===== src/rtl/reg_writeback.sv =====
// Writeback stage: accepts one retiring instruction per handshake, waits for load data when
// needed, and issues exactly one register-file write / branch pulse (or a timeout error) per instruction.
module reg_writeback #(
  parameter int MEM_TIMEOUT = 16
) (
  input  logic        clk,
  input  logic        rst,
  input  logic        in_valid,
  output logic        in_ready,
  input  logic        in_we,
  input  logic [3:0]  in_wa,
  input  logic [31:0] in_alu,
  input  logic        in_is_load,
  input  logic        in_is_byte,
  input  logic [1:0]  in_byte_sel,
  input  logic        in_is_branch,
  input  logic [31:0] in_target,
  input  logic        mem_rvalid,
  input  logic [31:0] mem_rdata,
  output logic        we,
  output logic [3:0]  wa,
  output logic [31:0] wd,
  output logic        ib,
  output logic [31:0] bv,
  output logic        err
);

  // state    | meaning
  // IDLE     | ready to accept an instruction
  // WAIT_MEM | load accepted, waiting for mem_rvalid or timeout
  // COMMIT   | write/branch pulse is on the outputs this cycle
  typedef enum logic [1:0] {IDLE, WAIT_MEM, COMMIT} state_t;

  localparam int CW = (MEM_TIMEOUT < 2) ? 1 : $clog2(MEM_TIMEOUT + 1);
  localparam logic [CW-1:0] CNT_LAST = CW'(MEM_TIMEOUT - 1);

  state_t        state, state_nxt;
  logic [CW-1:0] cnt;

  logic          lat_we, lat_is_byte, lat_is_branch;
  logic [3:0]    lat_wa;
  logic [1:0]    lat_byte_sel;
  logic [31:0]   lat_target;

  logic          xfer, mem_hit, tmo;
  logic [31:0]   load_data;
  logic          we_d, ib_d, err_d;
  logic [3:0]    wa_d;
  logic [31:0]   wd_d, bv_d;

  assign xfer    = in_valid & in_ready;
  assign mem_hit = (state == WAIT_MEM) & mem_rvalid;
  // rvalid on the last allowed cycle takes priority over the timeout
  assign tmo     = (state == WAIT_MEM) & ~mem_rvalid & (cnt == CNT_LAST);
  assign load_data = lat_is_byte ? {24'b0, mem_rdata[{lat_byte_sel, 3'b000} +: 8]} : mem_rdata;

  always_ff @(posedge clk or posedge rst) begin
    if (rst) state <= IDLE;
    else     state <= state_nxt;
  end

  always_comb begin
    state_nxt = state;
    case (state)
      IDLE:     if (xfer) state_nxt = in_is_load ? WAIT_MEM : COMMIT;
      WAIT_MEM: if (mem_rvalid) state_nxt = COMMIT;
                else if (tmo)   state_nxt = IDLE;
      COMMIT:   state_nxt = IDLE;
      default:  state_nxt = IDLE;
    endcase
  end

  always_comb begin
    in_ready = (state == IDLE);
    we_d  = 1'b0;
    ib_d  = 1'b0;
    err_d = 1'b0;
    wa_d  = wa;
    wd_d  = wd;
    bv_d  = bv;
    if (xfer && !in_is_load) begin
      we_d = in_we & ~(in_is_branch & (in_wa == 4'hf));
      ib_d = in_is_branch;
      wa_d = in_wa;
      wd_d = in_alu;
      if (in_is_branch) bv_d = in_target;
    end else if (mem_hit) begin
      we_d = lat_we & ~(lat_is_branch & (lat_wa == 4'hf));
      ib_d = lat_is_branch;
      wa_d = lat_wa;
      wd_d = load_data;
      if (lat_is_branch) bv_d = lat_target;
    end else if (tmo) begin
      err_d = 1'b1;
    end
  end

  always_ff @(posedge clk or posedge rst) begin
    if (rst) begin
      cnt           <= '0;
      lat_we        <= 1'b0;
      lat_wa        <= 4'h0;
      lat_is_byte   <= 1'b0;
      lat_byte_sel  <= 2'b00;
      lat_is_branch <= 1'b0;
      lat_target    <= 32'h0;
      we            <= 1'b0;
      ib            <= 1'b0;
      err           <= 1'b0;
      wa            <= 4'h0;
      wd            <= 32'h0;
      bv            <= 32'h0;
    end else begin
      if (xfer) begin
        cnt           <= '0;
        lat_we        <= in_we;
        lat_wa        <= in_wa;
        lat_is_byte   <= in_is_byte;
        lat_byte_sel  <= in_byte_sel;
        lat_is_branch <= in_is_branch;
        lat_target    <= in_target;
      end else if (state == WAIT_MEM && !mem_rvalid) begin
        cnt <= cnt + 1'b1;
      end
      we  <= we_d;
      ib  <= ib_d;
      err <= err_d;
      wa  <= wa_d;
      wd  <= wd_d;
      bv  <= bv_d;
    end
  end

endmodule


===== config.mk =====
export PLATFORM = sky130hd
export DESIGN_NAME = reg_writeback
export DESIGN_NICKNAME = d
export VERILOG_FILES = /design/src/rtl/reg_writeback.sv
export SDC_FILE = /design/constraint.sdc
export NUM_CORES = 1
export LEC_CHECK = 0
export CELL_PAD_IN_SITES_DETAIL_PLACEMENT = 1
export CELL_PAD_IN_SITES_GLOBAL_PLACEMENT = 1
export CORE_UTILIZATION = 34
export DETAILED_ROUTE_END_ITERATION = 10
export GPL_TIMING_DRIVEN = 0
export PLACE_DENSITY_LB_ADDON = 0.25
export SETUP_SLACK_MARGIN = 0.05
export SLEW_MARGIN = 20
export SYNTH_ARGS = -nofsm -noshare
export SYNTH_HDL_FRONTEND = slang
export SYNTH_SLANG_ARGS = --single-unit

===== constraint.sdc =====
create_clock -name clk -period 5.4 [get_ports clk]
set_input_delay 1.62 -clock clk [delete_from_list [all_inputs] [get_ports clk]]
set_output_delay 1.62 -clock clk [all_outputs]
set_load 0.05 [all_outputs]

# Word level (Yosys, flattened, before mapping)
# Cells that the tools add are included.
dict set report totals {
  regBits 119
  latchBits 0
  ramBits 0
  romBits 0
  inputBits 110
  wordCells 67
  memories 0
}
dict set report classes {
  addsub 1
  mul 0
  div_mod_pow 0
  order_cmp 0
  n_eq_ne 7
  shift 1
  muxes 23
  n_bitwise 11
  reduce_logical 10
}
# op count
set op_table {}
lappend op_table {{$mux W32} 7}
lappend op_table {{$shiftx A32 B6 Y8} 1}
lappend op_table {{$mux W5} 2}
lappend op_table {{$and A1 B1 Y1} 8}
lappend op_table {{$eq A4 B4 Y1 const B} 2}
lappend op_table {{$mux W2} 4}
lappend op_table {{$mux W4} 2}
lappend op_table {{$mux W1} 7}
lappend op_table {{$reduce_bool A2 Y1} 3}
lappend op_table {{$add A5 B1 Y5 const B} 1}
lappend op_table {{$eq A5 B4 Y1 const B} 1}
lappend op_table {{$pmux W2 S2} 1}
lappend op_table {{$ne A3 B3 Y1 const B} 1}
lappend op_table {{$not A1 Y1} 3}
lappend op_table {{$reduce_and A3 Y1} 1}
lappend op_table {{$eq A2 B1 Y1 const B} 1}
lappend op_table {{$logic_and A1 B1 Y1} 2}
lappend op_table {{$logic_not A1 Y1} 2}
lappend op_table {{$logic_not A2 Y1} 1}
lappend op_table {{$ne A2 B1 Y1 const B} 1}
lappend op_table {{$ne A2 B2 Y1 const B} 1}
lappend op_table {{$reduce_and A2 Y1} 1}

# Logic depth before layout (Yosys ltp)
dict set report depth {
  ltp_word 6
  ltp_mapped 8
  mapped_depth_nobuf 4
}

# Least setup slack after synthesis
# OpenSTA, ideal clock, no wires.
dict set report synth_timing {
  path_kind {register to output}
  startpoint {register state[1]}
  endpoint {output port in_ready}
  t_arrival_ps 1300
  required_time_ps 3780
  slack_ps 2480
  path_stages_with_launch 3
  cell_sequence {dfrtp_1 > clkbuf_1 > nor2_1}
}
dict set report synth_via {
  elab_chain_cells 1
}
# item line_no
set synth_lines {}
lappend synth_lines {{start, declared} 37} ;# state_t state, state_nxt;
lappend synth_lines {{start signal, assigned} 59} ;# else state <= state_nxt;
lappend synth_lines {{$logic_not A2 Y1} 74} ;# in_ready = (state == IDLE);
lappend synth_lines {{end, declared} 9} ;# output logic in_ready,
# No other way between the ends.

# Final worst setup path
# Ends and elaborated chain as after synthesis.

==> flow_metrics.tcl <==
set metrics [dict create \
    cts_setup_buffers 0 \
    dieHeight_um 127 \
    syn_area_per_cell_um2 10.4 \
    worstSetupStartpoint "state[1]" \
    cts_buffer_depth 2 \
    worst-r2r-cell-count 7 \
    drv_cap 0 \
    synth_adder_area_share 0.00473 \
    ys_top_cells_by_count "dfrtp_1, a21oi_1, mux2_2, nand2_1, inv_1" \
    critical_path.max_fanout 10 \
    root_buffer "clkbuf_16" \
    gp_congestion 0.870 \
    hpwl_um 12700 \
    io_buffers 181 \
    cts_buffers 17 \
    die_x_um 127 \
    synth_top_area_frac 0.563 \
    tightest_slew_ns 0.801 \
    wl_per_cell_um 19.2 \
    synthCells 508 \
    synth_edf_count 0 \
    viasPerCell 5.18 \
    synth-async-reset-ratio 1.00 \
    leakage_uw 0.00337 \
    hold_viol_final 0 \
    r2r_slack_ns 3.15 \
    power_density_nw_per_um2 569 \
    final-max-slew-violation-count 0 \
    endpoint_kind "primary output" \
    ys_warn_count 0 \
    cts.sinks 119 \
    r2r-end "bv[1]" \
    start_util 0.348 \
    synth_compound_area_frac 0.167 \
    nets 821 \
    synth-simple-area-share 0.104 \
    synth-seq-area-share 0.563 \
    drt_first_pass_iters 4 \
    clock.fmax_mhz 270 \
    vias 4711 \
    finalClockSkew_ns 0.00602 \
    grt_max_degree 78 \
    ios 182 \
    worstSetupEndpoint "in_ready" \
    synthMuxAreaShare 0.0987 \
    grt_pass1_vias 5197 \
    synth_top_family_by_area "compound AO/OA/AOI/OAI gates" \
    critical_path_class "register to primary output" \
    hp-class "register to register" \
    grt.overflow.total 0 \
    die-area_um2 16100 \
    drc 0 \
    cts_hold_buf 0 \
    p_total_uw 4550 \
    yosysTopAreaCell "dfrtp_1" \
    fin_util 0.526 \
    synth_xor_area_frac 0.00497 \
    cp_data_required_time_ns 3.78 \
    clk_latency_ns 0.41 \
    final_cells 909 \
    drive_above_1_share 0.124 \
    wirelength_um 17400 \
    ys_types 39 \
    antenna_found_initial 1 \
    rsz0062_at_grt "false" \
    holdPathStages 2 \
    antenna_left 0 \
    ctsResizeCount 0 \
    peakVddDrop_mv 0.303 \
    yosys_most_used_dff "dfrtp_1" \
    finalSetupViolations 0 \
    drt_iter0_drc 164 \
    area_delta_synth_final_pct 51.1 \
    grt_pass1_wl_um 27600 \
    start_kind "register" \
    htreeDepth 4 \
    rows 45 \
    synth-seq-cells 119 \
    status "complete, no violations" \
    synth_fp_nets 620 \
    netlist_top_cells_area "dfrtp_1, mux2_2, a21oi_1" \
    yosysMostFrequentCell "dfrtp_1" \
    period_minus_slack_ns 3.70 \
    gr-usage-all-layers 0.225 \
    timing.rr.start "state[0]" \
    clk_pin_slew_worst_paths_ns 0.05 \
    relSlewSlack 0.465 \
    critPathArrivalTime_ns 2.08 \
    dp.cells 878 \
    syn-cell-area_um2 5290 \
    cts_tree "yes" \
    min_period_over_period 0.685 \
    coreArea_um2 15200 \
]
power by group:
group | total (uW) | internal (uW) | leakage (uW) | switching (uW)
combinational | 1970 | 694 | 0.00166 | 1270
clock | 1190 | 800 | 0.000309 | 394
sequential | 1390 | 1210 | 0.00140 | 178
total | 4550 | 2700 | 0.00337 | 1850
sequential cells by signal (all words and copies together) (netlist names):
| name | flops |
|---|---|
| bv | 32 |
| lat_target | 32 |
| wd | 32 |
| cnt | 5 |
| lat_wa | 4 |
| wa | 4 |
| lat_byte_sel | 2 |
| state | 2 |
| err | 1 |
| ib | 1 |
| lat_is_branch | 1 |
| lat_is_byte | 1 |
| lat_we | 1 |
| we | 1 |
worst min path at each step:
stage                    from              to
2_1_floorplan          cnt[4]          cnt[4]
3_3_place_gp           cnt[4]          cnt[4]
3_5_place_dp            wd[3]           wd[3]
4_1_cts                 wd[3]           wd[3]
5_1_grt        lat_target[27]  lat_target[27]
6_report                wd[4]           wd[4]
worst max-delay path, stage by stage (launching register included):
cell,delay [ns]
dfrtp_1,0.45
clkbuf_1,0.27
nor2_1,0.14
clkdlybuf4s50_1,0.81
metrics by stage:
step	hold WS (ns)	area [um2]	setup WS (ns)	TNS, ns
final	0.503	7990	1.70	0
after global routing	0.528	7990	1.59	0
after CTS	0.509	7990	1.68	0
after detailed placement	0.495	7370	1.56	0
after global placement	0.471	7330	-1.15	-135.07
after floorplan	0.450	5290	0.623	0
metal layers:
metal,vias to the layer above,global-route usage,wire [um]
met5,-,0,0
met4,0,0.0749,313
met3,24,0.0700,1250
met2,159,0.380,8460
met1,2340,0.274,7400
li1,2188,-,-
cells by family after synthesis:
logic type,count (synthesis)
AOI/OAI and AO/OA,154
xor gates and xnor gates,3
adders and majority gates,2
buffers and inverters,78
DFF,119
muxes,47
and+or+nand+nor,105
area by class of cell:
type                            count  area (um2)
Clock inverter                      9         149
Timing Repair Buffer              182        1840
Sequential cell                   119        2980
Multi-Input combinational cell    311        2000
Buffer                             38         156
Antenna cell                        1        2.50
Fill cell                        1675        7210
Tap cell                          188         235
Clock buffer                       21         470
Inverter                           40         155
cells in the final DEF (no fill, tap or decap), types with 3 or more instances in the layout:
master,netlist,final
o22ai_1,37,37
o211ai_1,5,5
a221oi_1,4,4
nor3b_1,23,23
nand2_1,41,41
clkinv_2,0,4
mux2i_1,6,6
clkdlybuf4s50_1,0,181
mux2_2,41,41
o22a_1,3,3
inv_1,39,38
nand3_1,3,3
a31oi_1,7,7
a21oi_1,62,62
o21ai_0,23,23
dfrtp_1,119,119
clkbuf_8,0,3
nor2_1,21,21
o31ai_1,3,3
clkbuf_16,0,17
buf_2,11,11
clkbuf_1,25,26
nor3_1,4,4
o21ai_1,7,7
bufinv_16,0,4
Note: power is estimated with default switching activity, not from simulation.
